## src/rtl/uart_bus_arbiter_pkg.sv

```systemverilog
`default_nettype none
// ============================================================================
// Module : uart_arb_pkg
// Brief  : Shared types and constants for the UART bus arbiter: arbiter
//          state encoding, UART register offsets and the default error word
//          returned on a slave timeout.
// Rev    : 1.0  initial release
// ============================================================================
package uart_arb_pkg;

    typedef enum logic [1:0] {
        IDLE   = 2'd0,
        STROBE = 2'd1,
        WAIT   = 2'd2,
        GAP    = 2'd3
    } arb_state_t;

    // UART slave register map (byte offsets)
    localparam logic [3:0]  c_REG_DATA   = 4'h0;
    localparam logic [3:0]  c_REG_STATUS = 4'h4;
    localparam logic [3:0]  c_REG_IRQCLR = 4'h8;
    localparam logic [3:0]  c_REG_IRQSET = 4'hC;

    localparam logic [31:0] c_ERR_DATA_DEFAULT = 32'hDEADBEEF;

    // Timer width covers the full TIMEOUT range (up to 255)
    localparam int          c_TIMER_W = 8;

endpackage
`default_nettype wire

```

## src/rtl/uart_bus_arbiter.sv

```systemverilog
`default_nettype none
// ============================================================================
// Module : uart_bus_arbiter
// Brief  : Shares one UART slave port between master 0 (CPU) and master 1
//          (debug/loader). Round-robin arbitration; every access is issued
//          as a single-cycle uart_cs strobe so slave side effects fire once.
//          The registered UART ack (or a timeout) is returned to the winner.
//
// Ports  : clk, resetn               clock, async active-low reset
//          m{0,1}_req/addr/wdata/bytesel  master request side
//          m{0,1}_ack/rdata/err      one-cycle completion, data, timeout flag
//          uart_cs/addr/wdata/bytesel registered slave access bus
//          uart_ack/rdata            slave response (ack one cycle after cs)
//          uart_inter -> m0_irq, m0_intack -> uart_intack  IRQ passthrough
// Rev    : 1.0  initial release
// ============================================================================
module uart_bus_arbiter
    import uart_arb_pkg::*;
#(
    parameter int          TIMEOUT  = 16,
    parameter logic [31:0] ERR_DATA = c_ERR_DATA_DEFAULT
) (
    input  logic        clk,
    input  logic        resetn,

    input  logic        m0_req,
    input  logic [31:0] m0_addr,
    input  logic [31:0] m0_wdata,
    input  logic [3:0]  m0_bytesel,
    output logic        m0_ack,
    output logic [31:0] m0_rdata,
    output logic        m0_err,

    input  logic        m1_req,
    input  logic [31:0] m1_addr,
    input  logic [31:0] m1_wdata,
    input  logic [3:0]  m1_bytesel,
    output logic        m1_ack,
    output logic [31:0] m1_rdata,
    output logic        m1_err,

    output logic        uart_cs,
    output logic [31:0] uart_addr,
    output logic [31:0] uart_wdata,
    output logic [3:0]  uart_bytesel,
    input  logic        uart_ack,
    input  logic [31:0] uart_rdata,
    input  logic        uart_inter,
    output logic        uart_intack,

    output logic        m0_irq,
    input  logic        m0_intack
);

    localparam logic [c_TIMER_W-1:0] c_TIMER_LOAD = 8'(TIMEOUT - 1);

    arb_state_t             r_state, w_state_nxt;
    logic                   r_last_grant, w_last_nxt;
    logic                   r_gnt, w_gnt_nxt;
    logic [c_TIMER_W-1:0]   r_timer, w_timer_nxt;
    logic                   r_uart_cs, w_cs_nxt;
    logic [31:0]            r_uart_addr, w_addr_nxt;
    logic [31:0]            r_uart_wdata, w_wdata_nxt;
    logic [3:0]             r_uart_bytesel, w_bytesel_nxt;
    logic                   r_m0_ack, w_m0_ack_nxt;
    logic                   r_m0_err, w_m0_err_nxt;
    logic [31:0]            r_m0_rdata, w_m0_rdata_nxt;
    logic                   r_m1_ack, w_m1_ack_nxt;
    logic                   r_m1_err, w_m1_err_nxt;
    logic [31:0]            r_m1_rdata, w_m1_rdata_nxt;

    // Round-robin choice: a lone requester wins outright, on a tie the
    // master that did not win last time is picked.
    logic w_pick;
    assign w_pick = (m0_req && m1_req) ? ~r_last_grant : m1_req;

    always_ff @(posedge clk or negedge resetn) begin
        if (!resetn) begin
            r_state        <= IDLE;
            r_last_grant   <= 1'b1;
            r_gnt          <= 1'b0;
            r_timer        <= '0;
            r_uart_cs      <= 1'b0;
            r_uart_addr    <= '0;
            r_uart_wdata   <= '0;
            r_uart_bytesel <= '0;
            r_m0_ack       <= 1'b0;
            r_m0_err       <= 1'b0;
            r_m0_rdata     <= '0;
            r_m1_ack       <= 1'b0;
            r_m1_err       <= 1'b0;
            r_m1_rdata     <= '0;
        end else begin
            r_state        <= w_state_nxt;
            r_last_grant   <= w_last_nxt;
            r_gnt          <= w_gnt_nxt;
            r_timer        <= w_timer_nxt;
            r_uart_cs      <= w_cs_nxt;
            r_uart_addr    <= w_addr_nxt;
            r_uart_wdata   <= w_wdata_nxt;
            r_uart_bytesel <= w_bytesel_nxt;
            r_m0_ack       <= w_m0_ack_nxt;
            r_m0_err       <= w_m0_err_nxt;
            r_m0_rdata     <= w_m0_rdata_nxt;
            r_m1_ack       <= w_m1_ack_nxt;
            r_m1_err       <= w_m1_err_nxt;
            r_m1_rdata     <= w_m1_rdata_nxt;
        end
    end

    always_comb begin
        w_state_nxt    = r_state;
        w_last_nxt     = r_last_grant;
        w_gnt_nxt      = r_gnt;
        w_timer_nxt    = r_timer;
        w_cs_nxt       = 1'b0;          // strobe only ever lasts one cycle
        w_addr_nxt     = r_uart_addr;   // bus held until the next grant
        w_wdata_nxt    = r_uart_wdata;
        w_bytesel_nxt  = r_uart_bytesel;
        w_m0_ack_nxt   = 1'b0;
        w_m0_err_nxt   = 1'b0;
        w_m0_rdata_nxt = r_m0_rdata;
        w_m1_ack_nxt   = 1'b0;
        w_m1_err_nxt   = 1'b0;
        w_m1_rdata_nxt = r_m1_rdata;

        case (r_state)
            IDLE: begin
                if (m0_req || m1_req) begin
                    w_gnt_nxt     = w_pick;
                    w_last_nxt    = w_pick;
                    w_cs_nxt      = 1'b1;
                    w_addr_nxt    = w_pick ? m1_addr    : m0_addr;
                    w_wdata_nxt   = w_pick ? m1_wdata   : m0_wdata;
                    w_bytesel_nxt = w_pick ? m1_bytesel : m0_bytesel;
                    w_state_nxt   = STROBE;
                end
            end
            STROBE: begin
                w_timer_nxt = c_TIMER_LOAD;
                w_state_nxt = WAIT;
            end
            WAIT: begin
                // A real ack takes priority over an expiring timer
                if (uart_ack || (r_timer == '0)) begin
                    w_state_nxt = GAP;
                    if (r_gnt) begin
                        w_m1_ack_nxt   = 1'b1;
                        w_m1_err_nxt   = ~uart_ack;
                        w_m1_rdata_nxt = uart_ack ? uart_rdata : ERR_DATA;
                    end else begin
                        w_m0_ack_nxt   = 1'b1;
                        w_m0_err_nxt   = ~uart_ack;
                        w_m0_rdata_nxt = uart_ack ? uart_rdata : ERR_DATA;
                    end
                end else begin
                    w_timer_nxt = r_timer - 1'b1;
                end
            end
            GAP: begin
                // Drain any lingering ack so it cannot complete the next access
                if (!uart_ack) begin
                    w_state_nxt = IDLE;
                end
            end
            default: begin
                w_state_nxt = IDLE;
            end
        endcase
    end

    assign uart_cs      = r_uart_cs;
    assign uart_addr    = r_uart_addr;
    assign uart_wdata   = r_uart_wdata;
    assign uart_bytesel = r_uart_bytesel;
    assign m0_ack       = r_m0_ack;
    assign m0_err       = r_m0_err;
    assign m0_rdata     = r_m0_rdata;
    assign m1_ack       = r_m1_ack;
    assign m1_err       = r_m1_err;
    assign m1_rdata     = r_m1_rdata;

    // Interrupt path belongs to the CPU only and bypasses arbitration
    assign m0_irq       = uart_inter;
    assign uart_intack  = m0_intack;

endmodule
`default_nettype wire

```

## config.mk

```make
export PLATFORM = sky130hd
export DESIGN_NAME = uart_bus_arbiter
export DESIGN_NICKNAME = d
export VERILOG_FILES = /design/src/rtl/uart_bus_arbiter_pkg.sv /design/src/rtl/uart_bus_arbiter.sv
export SDC_FILE = /design/constraint.sdc
export NUM_CORES = 1
export LEC_CHECK = 0
export CAP_MARGIN = 30
export CORE_ASPECT_RATIO = 1.1
export CORE_MARGIN = 2
export CORE_UTILIZATION = 38
export DETAILED_ROUTE_END_ITERATION = 6
export PLACE_DENSITY = 0.78
export REMOVE_ABC_BUFFERS = 1
export SLEW_MARGIN = 20
export SYNTH_ARGS = -nofsm -noshare
export SYNTH_HDL_FRONTEND = slang
export SYNTH_SLANG_ARGS = --single-unit
```

## constraint.sdc

```tcl
create_clock -name clk -period 1.8 [get_ports clk]
set_clock_uncertainty 0.1 [all_clocks]
set_input_delay 0.36 -clock clk [delete_from_list [all_inputs] [get_ports clk]]
set_output_delay 0.36 -clock clk [all_outputs]
set_load 0.05 [all_outputs]
```

==> impl_metrics.tcl <==
set metrics [dict create \
    detail_route.wl_per_cell_um 17.1 \
    critical_path.top_delay_family "simple AND/OR/NAND/NOR gates" \
    crit_path_cell_trace "inv_2, ha_4, or4b_4, or3_1, o31ai_2" \
    vdd_drop_max_mv 0.923 \
    dp.cells 1219 \
    final_antenna_net_count 0 \
    setup_viol 1 \
    start_util_pct 38.5 \
    synth_top_area_cell "dfrtp_1" \
    grtUsageTotal_pct 22.2 \
    ys_async_sr_fraction_pct 100 \
    grt_max_degree 48 \
    final_common_cell "buf_4" \
    syn_avg_cell_area_um2 10.3 \
    coreArea_um2 17500 \
    synth_seq_area_share_pct 55.2 \
    cts.path.max_buffers 2 \
    antenna_found_initial 0 \
    yosysTopAreaCellShare_pct 54.8 \
    setup_slack_ns -0.0162 \
    final-hold-violation-count 0 \
    finalMaxSlewViolations 0 \
    critPathMaxStageDelay_ns 0.48 \
    fmax_ghz 0.551 \
    final_cell_mix "buf_4 (181), clkdlybuf4s50_1 (171), dfrtp_1 (148)" \
    dpl.hpwl_um 16000 \
    insertion_delay_ns 0.42 \
    cts-root-buf "clkbuf_16" \
    path_buf_inv 1 \
    dr.pass1.iters 5 \
    grt_first_pass_wirelength_um 32800 \
    clk_pin_slew_worst_paths_ns 0.06 \
    critPathKind "flip-flop to flip-flop" \
    maxCapViolations 0 \
    tightestPinTransition_ns 0.493 \
    synth_cell_types 41 \
    drt-initial-drc-count 358 \
    cts.sinks 149 \
    num_vias 6228 \
    gp_congestion 0.839 \
    area_growth_pct 64.9 \
    hp-class "input pin to async pin" \
    htree_levels 4 \
    max_slew_margin_pct 67.1 \
    critical_path.endpoint_type "flip-flop" \
    synth_warnings 0 \
    via_per_inst 4.95 \
    die_area_um2 18900 \
    required_ns 2.03 \
    ys_top_cells_by_area "dfrtp_1 (55%), mux2i_1 (11%), o21ai_0 (5.3%)" \
    stdcell_count 1258 \
    syn_area_um2 6760 \
    gr-total-overflow 0 \
    insertedDiodeCount 0 \
    finalPower_uw 21400 \
    synth_edf_count 0 \
    violations "setup timing" \
    rsz0062_at_grt "true" \
    die_h_um 144 \
    pin_count 314 \
    wirelength_um 21500 \
    fin_crit_sh_pct 101 \
    grt_pass1_vias 6238 \
    cts_tree "yes" \
    rows 51 \
    drive_gt1_share_pct 25.7 \
    cts_buffers 17 \
    p_per_area_nw_per_um2 1920 \
    ys_seq_elements 149 \
    fin_tns_setup_ns -0.0162 \
    slowest_stage "or4b_4" \
    path_max_fanout 5 \
    io_buffer_count 309 \
    min_period_ns 1.82 \
    drc 0 \
    synth-main-ff-cell "dfrtp_1" \
    cp-start-kind "flip-flop" \
    final_nets 1189 \
    netlist_instances 658 \
    cp.arrival_ns 2.05 \
    dieWidth_um 131 \
    p_leak_uw 0.00509 \
    status "finished, violations left" \
]
-- stage by stage --
stage / hold slack, ns / util, % / setup WS (ns) / area [µm²]
3_5_place_dp: 0.249 / 59.0 / -0.345 / 10400
2_1_floorplan: -0.0356 / - / -6.81 / 6540
3_3_place_gp: 0.242 / 58.9 / -0.302 / 10300
6_report: 0.354 / 63.5 / -0.0162 / 11100
5_1_grt: 0.398 / 63.5 / -0.0947 / 11100
4_1_cts: 0.368 / 62.6 / -0.105 / 11000
-- per-layer routing --
| metal | GRT usage (%) | part of all wire [%] | up-vias |
|---|---|---|---|
| met3 | 8.29 | 8.9 | 32 |
| met5 | 0 | 0 | - |
| met1 | 24.6 | 37 | 2913 |
| met4 | 6.81 | 2.2 | 0 |
| met2 | 40.2 | 52 | 276 |
| li1 | - | - | 3007 |
-- cells in the mapped netlist, drive strengths merged, types with 17 or more instances --
cell type / instances
a21o: 17
clkbuf: 25
inv: 54
buf: 25
nand2: 72
a21oi: 54
o21ai: 71
dfrtp: 148
mux2i: 73
o22ai: 48
a22o: 17
-- flip-flops by register name (all words and copies together), names as in the netlist --
signal	count
uart_cs	1
uart_wdata	32
r_last_grant	1
uart_addr	32
r_timer	8
r_state	2
r_gnt	1
m0_rdata	32
m1_rdata	32
m1_ack	1
m0_err	1
uart_bytesel	4
m1_err	1
m0_ack	1
-- path summary, 6_finish.rpt --
kind	cells past startpoint	endpoint	slack [ns]	from
setup / recovery	5	r_timer[7]$_DFFE_PN0P_	-0.02	r_state[0]$_DFFE_PN0P_
hold / removal	2	m1_rdata[13]$_DFFE_PN0P_	0.35	resetn
setup reg to reg	5	r_timer[7]$_DFFE_PN0P_	-0.02	r_state[0]$_DFFE_PN0P_
hold reg to reg	2	uart_addr[19]$_DFFE_PN0P_	0.38	uart_addr[19]$_DFFE_PN0P_
max in group asynchronous	3	uart_wdata[27]$_DFFE_PN0P_	0.65	resetn
min in group clk	2	uart_addr[19]$_DFFE_PN0P_	0.38	uart_addr[19]$_DFFE_PN0P_
-- worst register-to-register path, delay by kind of cell (launching register included) --
family / cells / cell delay [ns]
and+or+nand+nor: 2 / 0.82
AOI/OAI and AO/OA: 1 / 0.18
buffers and inverters: 1 / 0.08
DFF: 1 / 0.38
adders and majority gates: 1 / 0.15
-- final cells by class --
class,count,area (µm²)
fillers,1436,6410
flip-flops and latches,149,3730
repair buffers,380,3580
multi-input cells,405,2730
clock buffers,18,439
well taps,238,298
inverters,54,203
clock inverters,14,164
-- where the power goes --
group	internal [µW]	switching, µW	leakage, µW	total [µW]
Combinational	4270	7750	0.00295	12000
Sequential	4750	973	0.00185	5720
Clock	2120	1530	0.000287	3640
-- what timing repair did --
action,in CTS,in global routing
gates resized for setup,6,22
endpoints found under the setup margin,33,74
pin swaps,0,2
hold buffers,1,0
setup buffers,0,4
endpoints found under the hold margin,37,0
cloned,0,2
-- cell families (layout without fill, tap and decap cells) --
group | count (synthesis) | in the layout | share of synthesized area (%)
buffers and inverters | 104 | 466 | 6.28
multiplexers | 73 | 73 | 10.8
AO/OA/AOI/OAI | 217 | 217 | 18.9
flip-flops | 149 | 149 | 55.2
adder cells (fa/ha/maj) | 7 | 7 | 1.30
AND/OR/NAND/NOR | 108 | 108 | 7.48
(Power assumes the default switching activity.)
